**src/rtl/fetch_pkg.sv**
```systemverilog
// fetch_pkg: shared types and helpers for the instruction-fetch front end.
//   OP_JAL / OP_BRANCH : opcodes inspected by the optional static predictor
//   NOP                : value presented on id_inst while the queue is empty
//   fetch_entry_t      : one prefetch-queue entry {inst, pc, pred_taken}
//   imm_b / imm_j      : sign-extended B-type / J-type immediates
package fetch_pkg;

  // Width of the pc field stored in a queue entry; fetch_unit XLEN must not exceed it.
  localparam int ENTRY_PC_W = 32;

  localparam logic [6:0]  OP_JAL    = 7'b1101111;
  localparam logic [6:0]  OP_BRANCH = 7'b1100011;
  localparam logic [31:0] NOP       = 32'h0000_0013;

  typedef struct packed {
    logic [31:0]           inst;
    logic [ENTRY_PC_W-1:0] pc;
    logic                  pred_taken;
  } fetch_entry_t;

  function automatic logic [31:0] imm_b(input logic [31:0] inst);
    return {{20{inst[31]}}, inst[7], inst[30:25], inst[11:8], 1'b0};
  endfunction

  function automatic logic [31:0] imm_j(input logic [31:0] inst);
    return {{12{inst[31]}}, inst[19:12], inst[20], inst[30:21], 1'b0};
  endfunction

endpackage

```
**src/rtl/fetch_fifo.sv**
```systemverilog
// fetch_fifo: prefetch queue of fetch_entry_t, DEPTH entries (power of two).
//   clk, rst         : clock, asynchronous active-low reset
//   push, push_data  : write an entry at the tail
//   pop              : retire the head (ignored while empty)
//   flush            : discard all entries; wins over push and pop
//   head, count      : head entry (undefined while empty) and occupancy
// The caller guarantees push never targets a full queue unless a pop
// happens in the same cycle.
module fetch_fifo
  import fetch_pkg::*;
#(
  parameter int DEPTH = 4
) (
  input  logic                         clk,
  input  logic                         rst,
  input  logic                         push,
  input  fetch_entry_t                 push_data,
  input  logic                         pop,
  input  logic                         flush,
  output fetch_entry_t                 head,
  output logic [$clog2(DEPTH+1)-1:0]   count
);
  localparam int AW = $clog2(DEPTH);
  localparam int CW = $clog2(DEPTH + 1);

  fetch_entry_t  mem [DEPTH];
  logic [AW-1:0] rd_ptr;
  logic [AW-1:0] wr_ptr;
  logic          do_push;
  logic          do_pop;

  assign do_push = push && !flush;
  assign do_pop  = pop && (count != '0) && !flush;

  always_ff @(posedge clk or negedge rst) begin
    if (!rst) begin
      rd_ptr <= '0;
      wr_ptr <= '0;
      count  <= '0;
    end else if (flush) begin
      rd_ptr <= '0;
      wr_ptr <= '0;
      count  <= '0;
    end else begin
      if (do_push) wr_ptr <= wr_ptr + AW'(1);
      if (do_pop)  rd_ptr <= rd_ptr + AW'(1);
      count <= count + CW'(do_push) - CW'(do_pop);
    end
  end

  // Storage needs no reset: the head is only looked at while count != 0.
  always_ff @(posedge clk) begin
    if (do_push) mem[wr_ptr] <= push_data;
  end

  assign head = mem[rd_ptr];

endmodule

```
**src/rtl/fetch_unit.sv**
```systemverilog
// fetch_unit: instruction-fetch front end between instruction memory and ID.
//   clk, rst                      : clock, asynchronous active-low reset
//   im_req_valid/ready/addr       : fetch request port (word-aligned address)
//   im_rsp_valid/data             : in-order responses, never back-pressured
//   redirect_valid/pc             : redirect from branch resolution (highest priority)
//   id_valid/ready, id_inst, id_pc, id_pc4, id_pred_taken : queue head to decode
// Build option: define FETCH_BPRED_EN to enable static prediction (JAL and
// backward B-type predicted taken); otherwise fetch is purely sequential.
module fetch_unit
  import fetch_pkg::*;
#(
  parameter int              XLEN      = 32,
  parameter logic [XLEN-1:0] RESET_VEC = 32'h1000_0000,
  parameter int              DEPTH     = 4
) (
  input  logic            clk,
  input  logic            rst,
  output logic            im_req_valid,
  input  logic            im_req_ready,
  output logic [XLEN-1:0] im_req_addr,
  input  logic            im_rsp_valid,
  input  logic [31:0]     im_rsp_data,
  input  logic            redirect_valid,
  input  logic [XLEN-1:0] redirect_pc,
  output logic            id_valid,
  input  logic            id_ready,
  output logic [31:0]     id_inst,
  output logic [XLEN-1:0] id_pc,
  output logic [XLEN-1:0] id_pc4,
  output logic            id_pred_taken
);
  localparam int CW = $clog2(DEPTH + 1);

  logic [XLEN-1:0] pc_q, pc_d;
  logic [XLEN-1:0] rsp_pc_q, rsp_pc_d;   // pc of the next response that will be kept
  logic [XLEN-1:0] redirect_tgt;
  logic [XLEN-1:0] pred_target;
  logic [CW-1:0]   outst_q, outst_d;
  logic [CW-1:0]   drop_q, drop_d;
  logic [CW-1:0]   fifo_count;
  logic            req_fire;
  logic            rsp_keep;
  logic            pred_taken;
  logic [1:0]      unused_redirect_lsb;
  fetch_entry_t    push_entry;
  fetch_entry_t    head;

  // Every in-flight request owns a queue slot, so responses always fit.
  // Gating with rst keeps the request low during reset without a cycle of delay.
  assign im_req_valid = rst && ((int'(outst_q) + int'(fifo_count)) < DEPTH);
  assign im_req_addr  = pc_q;
  assign req_fire     = im_req_valid && im_req_ready;
  assign rsp_keep     = im_rsp_valid && (drop_q == '0) && !redirect_valid;
  assign redirect_tgt = {redirect_pc[XLEN-1:2], 2'b00};
  assign unused_redirect_lsb = redirect_pc[1:0];

  assign outst_d = outst_q + CW'(req_fire) - CW'(im_rsp_valid);

`ifdef FETCH_BPRED_EN
  logic [6:0] rsp_op;
  assign rsp_op      = im_rsp_data[6:0];
  assign pred_taken  = rsp_keep &&
                       ((rsp_op == OP_JAL) || ((rsp_op == OP_BRANCH) && im_rsp_data[31]));
  assign pred_target = rsp_pc_q + ((rsp_op == OP_JAL) ? XLEN'($signed(imm_j(im_rsp_data)))
                                                      : XLEN'($signed(imm_b(im_rsp_data))));
`else
  assign pred_taken  = 1'b0;
  assign pred_target = '0;
`endif

  // A redirect or prediction makes every request still in flight (including
  // one accepted this cycle) stale, so drop_cnt is reloaded from outst_d.
  always_comb begin
    pc_d     = pc_q;
    rsp_pc_d = rsp_pc_q;
    drop_d   = drop_q;
    if (req_fire) pc_d = pc_q + XLEN'(4);
    if (rsp_keep) begin
      rsp_pc_d = rsp_pc_q + XLEN'(4);
    end else if (im_rsp_valid && (drop_q != '0)) begin
      drop_d = drop_q - CW'(1);
    end
    if (pred_taken) begin
      pc_d     = pred_target;
      rsp_pc_d = pred_target;
      drop_d   = outst_d;
    end
    if (redirect_valid) begin
      pc_d     = redirect_tgt;
      rsp_pc_d = redirect_tgt;
      drop_d   = outst_d;
    end
  end

  always_ff @(posedge clk or negedge rst) begin
    if (!rst) begin
      pc_q     <= RESET_VEC;
      rsp_pc_q <= RESET_VEC;
      outst_q  <= '0;
      drop_q   <= '0;
    end else begin
      pc_q     <= pc_d;
      rsp_pc_q <= rsp_pc_d;
      outst_q  <= outst_d;
      drop_q   <= drop_d;
    end
  end

  assign push_entry = '{inst: im_rsp_data, pc: ENTRY_PC_W'(rsp_pc_q), pred_taken: pred_taken};

  fetch_fifo #(.DEPTH(DEPTH)) u_queue (
    .clk       (clk),
    .rst       (rst),
    .push      (rsp_keep),
    .push_data (push_entry),
    .pop       (id_valid && id_ready),
    .flush     (redirect_valid),
    .head      (head),
    .count     (fifo_count)
  );

  assign id_valid      = (fifo_count != '0);
  assign id_inst       = id_valid ? head.inst : NOP;
  assign id_pc         = id_valid ? XLEN'(head.pc) : '0;
  assign id_pc4        = id_valid ? XLEN'(head.pc) + XLEN'(4) : '0;
  assign id_pred_taken = id_valid && head.pred_taken;

endmodule

```
**config.mk**
```make
export PLATFORM = sky130hd
export DESIGN_NAME = fetch_unit
export DESIGN_NICKNAME = d
export VERILOG_FILES = /design/src/rtl/fetch_pkg.sv /design/src/rtl/fetch_fifo.sv /design/src/rtl/fetch_unit.sv
export SDC_FILE = /design/constraint.sdc
export NUM_CORES = 1
export LEC_CHECK = 0
export BUFFER_PORTS_ARGS = -buffer_cell sky130_fd_sc_hd__buf_2
export CAP_MARGIN = 10
export CORE_MARGIN = 10
export CORE_UTILIZATION = 47
export CTS_CLUSTER_SIZE = 20
export DETAILED_ROUTE_END_ITERATION = 10
export PLACE_DENSITY = 0.78
export SYNTH_ARGS = -nofsm -noshare
export SYNTH_HDL_FRONTEND = slang
export SYNTH_SLANG_ARGS = --single-unit
```
**constraint.sdc**
```tcl
create_clock -name clk -period 6.4 [get_ports clk]
set_clock_uncertainty 0.1 [all_clocks]
set_input_delay 0.64 -clock clk [delete_from_list [all_inputs] [get_ports clk]]
set_output_delay 0.64 -clock clk [all_outputs]
set_load 0.005 [all_outputs]
```
==> impl_metrics.yaml <==
sta:
  finalSetupViolCount: 0
  fin_crit_sh: 0.733
  finalHoldViolations: 0
  maxSlewHeadroom: 0.358
  setup_tns_ns: 0
  max_freq_mhz: 213
  fin_crit_ns: 4.69
  slew_violations: 0
  tightest_slew_ns: 0.963
  rsz0062_at_grt: "false"
clock_tree:
  clk_latency_ns: 0.51
  cts.htree.levels: 2
  root_buffer: "clkbuf_16"
  cts_sinks: 321
  clk_path_buf_depth: 3
  clk_pin_slew_ns: 0.06
  cts_tree: "built"
  cts_made_buffers: 35
drt:
  via_count: 8918
  wl_per_cell_um: 21.1
  drc: 0
  postRouteAntennaNets: 0
  drtPass1Iterations: 5
  first_iter_violations: 619
  avgViaCountPerCell: 5.67
  totalWireLength_um: 33200
logic_synthesis:
  synth_top_family_by_area: "multiplexers"
  synth_compound_area_frac: 0.0336
  synthCells: 960
  ys_warn_count: 0
  synthArstFlopShare: 0.227
  synth_mux_area_frac: 0.121
  synth_area_um2: 14300
  synth_flop_cell: "edfxtp_1"
  seq_area_frac_synth: 0.647
  synthXorXnorAreaFrac: 0.0360
  yosys.area_share.simple: 0.115
  ys_ff_latch: 321
  yosys.area_share.adder: 0.0159
  avgSynthCellArea_um2: 14.9
  synth_edf_count: 248
  ys_types: 55
layout:
  drive_gt1_frac: 0.301
  nNetsFinal: 1240
  fin_cells: 1573
  area_growth_pct: 16.4
floorplan:
  die_h_um: 195
  start_util: 0.480
  row_count: 63
  coreArea_um2: 29900
  dieArea_um2: 37900
  top_level_ports: 201
  die_w_um: 195
setup_path:
  cp_max_fo: 46
  crit_arrival_ns: 3.95
  crit_required_ns: 5.66
  worstSetupPathType: "flop to output port"
  cp-start-kind: "flop"
  critPathCaptureType: "output port"
place:
  dp.cells: 1505
  place_hpwl_um: 22300
  gp_congestion: 0.891
  io_buffer_count: 191
job:
  maxCapViolations: 0
global_routing:
  grt_overflow: 0
  first_global_vias: 9107
  grt_pass1_wl_um: 52200
  grt_antenna_before_repair: 2
  grt_max_degree: 57
  grt_usage: 0.171
outcome:
  status: "finished clean"
min_path:
  hold_class: "input port to flop"
power_and_ir_drop:
  peakVddDrop_uv: 206
  power_density_nw_per_um2: 366
  p_leak_nw: 6.11
-- placed cells by master (no fill, tap or decap), types with 15 or more instances in the layout --
| master | netlist | final |
|---|---|---|
| edfxtp_1 | 248 | 248 |
| mux4_2 | 62 | 62 |
| nand3_1 | 27 | 27 |
| a21oi_1 | 31 | 31 |
| xnor2_1 | 35 | 35 |
| nor2_1 | 66 | 66 |
| ha_1 | 15 | 15 |
| o21ai_0 | 17 | 17 |
| buf_2 | 11 | 191 |
| nor4_1 | 15 | 15 |
| mux2_2 | 23 | 23 |
| clkbuf_16 | 0 | 36 |
| inv_1 | 36 | 36 |
| xor2_1 | 24 | 24 |
| dfrtp_1 | 71 | 69 |
| nand4_1 | 21 | 21 |
| and2_1 | 63 | 59 |
| nand2_1 | 34 | 34 |
-- per-stage QoR --
| step | cell area [um^2] | power [W] | hold WS, ns | setup WS [ns] | util |
|---|---|---|---|---|---|
| global placement | 15600 | 0.00422 | 0.420 | 2.20 | 0.522 |
| global route | 16700 | 0.00645 | 0.231 | 1.34 | 0.559 |
| detailed placement | 15600 | 0.00427 | 0.419 | 2.15 | 0.522 |
| CTS | 16700 | 0.00620 | 0.221 | 1.60 | 0.559 |
| finish | 16700 | 0.00611 | 0.247 | 1.71 | 0.559 |
| floorplan | 14400 | 0.00363 | 0.244 | 3.29 | - |
-- critical path, stage by stage, from the launching register on --
cell and delay, ns:
dfrtp_4 1.06, buf_4 0.50, mux4_2 0.35, and4_1 0.24, nand4_1 0.37, nor3_1 0.35
mux2_1 0.38, buf_2 0.14
-- final timing paths --
check                                              start                           end  slack (ns)  depth (start not counted)
setup reg to reg              u_queue.count[1]$_DFF_PN0_    u_queue.count[2]$_DFF_PN0_        3.02                         13
hold / removal                            im_rsp_data[4]  u_queue.mem[0][36]$_DFFE_PP_        0.25                          1
setup / recovery           u_queue.rd_ptr[0]$_DFFE_PN0P_                    id_pc4[24]        1.71                          7
min in group asynchronous                            rst    im_req_addr[7]$_DFFE_PN0N_        0.50                          2
hold reg to reg                     outst_q[0]$_DFF_PN0_          outst_q[0]$_DFF_PN0_        0.44                          1
max in group asynchronous                            rst      rsp_pc_q[26]$_DFFE_PN0N_        4.61                          3
-- cell type report --
type,count,area [um^2]
Fill cell,2425,13200
Timing Repair Buffer,203,1050
Sequential cell,321,9280
Antenna cell,3,7.51
Multi-Input combinational cell,555,4650
Clock buffer,42,923
Clock inverter,22,173
Tap cell,390,488
Inverter,37,139
-- repair_timing --
item / in CTS / in global routing
hold buffers: 1 / 0
endpoints found under the hold margin: 17 / 0
setup buffers: 0 / 0
gates resized for setup: 0 / 0
-- metal layers --
layer,routed length (um),track usage
met1,14800,0.241
met5,13,0
met3,2570,0.0420
met2,15100,0.259
met4,643,0.0454
-- flip-flops by register name (all words and copies together) (netlist names) --
register        count
u_queue.mem       248
im_req_addr        30
rsp_pc_q           30
drop_q              3
outst_q             3
u_queue.count       3
u_queue.rd_ptr      2
u_queue.wr_ptr      2
-- power breakdown --
| group | internal (W) | switching (W) | leakage, nW |
|---|---|---|---|
| clock network | 0.00112 | 0.000793 | 0.532 |
| logic | 0.000781 | 0.000827 | 2.51 |
| registers | 0.00239 | 0.000204 | 3.07 |
-- synthesized netlist by cell type (2+ instances only) --
cell	instances	area, um^2
o31a_1	2	17.5
mux4_2	62	1400
xor2_1	24	210
a21boi_0	3	22.5
inv_1	36	135
buf_2	11	55.1
nor2_1	66	248
nand2b_1	5	31.3
mux2i_1	4	40.0
nand2_1	34	128
clkbuf_1	19	71.3
buf_6	3	33.8
a31oi_1	13	81.3
and2_1	63	394
o31ai_1	9	67.6
fa_1	2	40.0
and4_1	9	78.8
clkbuf_8	3	41.3
nand4_1	21	131
and3_1	8	50.1
nand3_1	27	135
or4_1	11	82.6
ha_1	15	188
o311a_1	2	20.0
xnor2_1	35	307
a21oi_1	31	155
mux2_2	23	259
dfstp_2	2	52.6
nor3_1	14	70.1
buf_1	5	18.8
edfxtp_1	248	7450
buf_4	11	82.6
o21ai_0	17	85.1
nor4_1	15	93.8
dfrtp_1	71	1780
or3_1	12	75.1
or2_2	3	18.8
mux2_1	4	45.0
-- logic make-up (layout without fill, tap and decap cells) --
family          after synthesis  count (layout)
buf+inv                      90             304
fa+ha+maj                    17              17
xor+xnor                     59              59
mux                          93              93
other cells                   1              10
flops                       321             321
simple gates                298             298
compound gates               81              81
(Power assumes the default switching activity.)
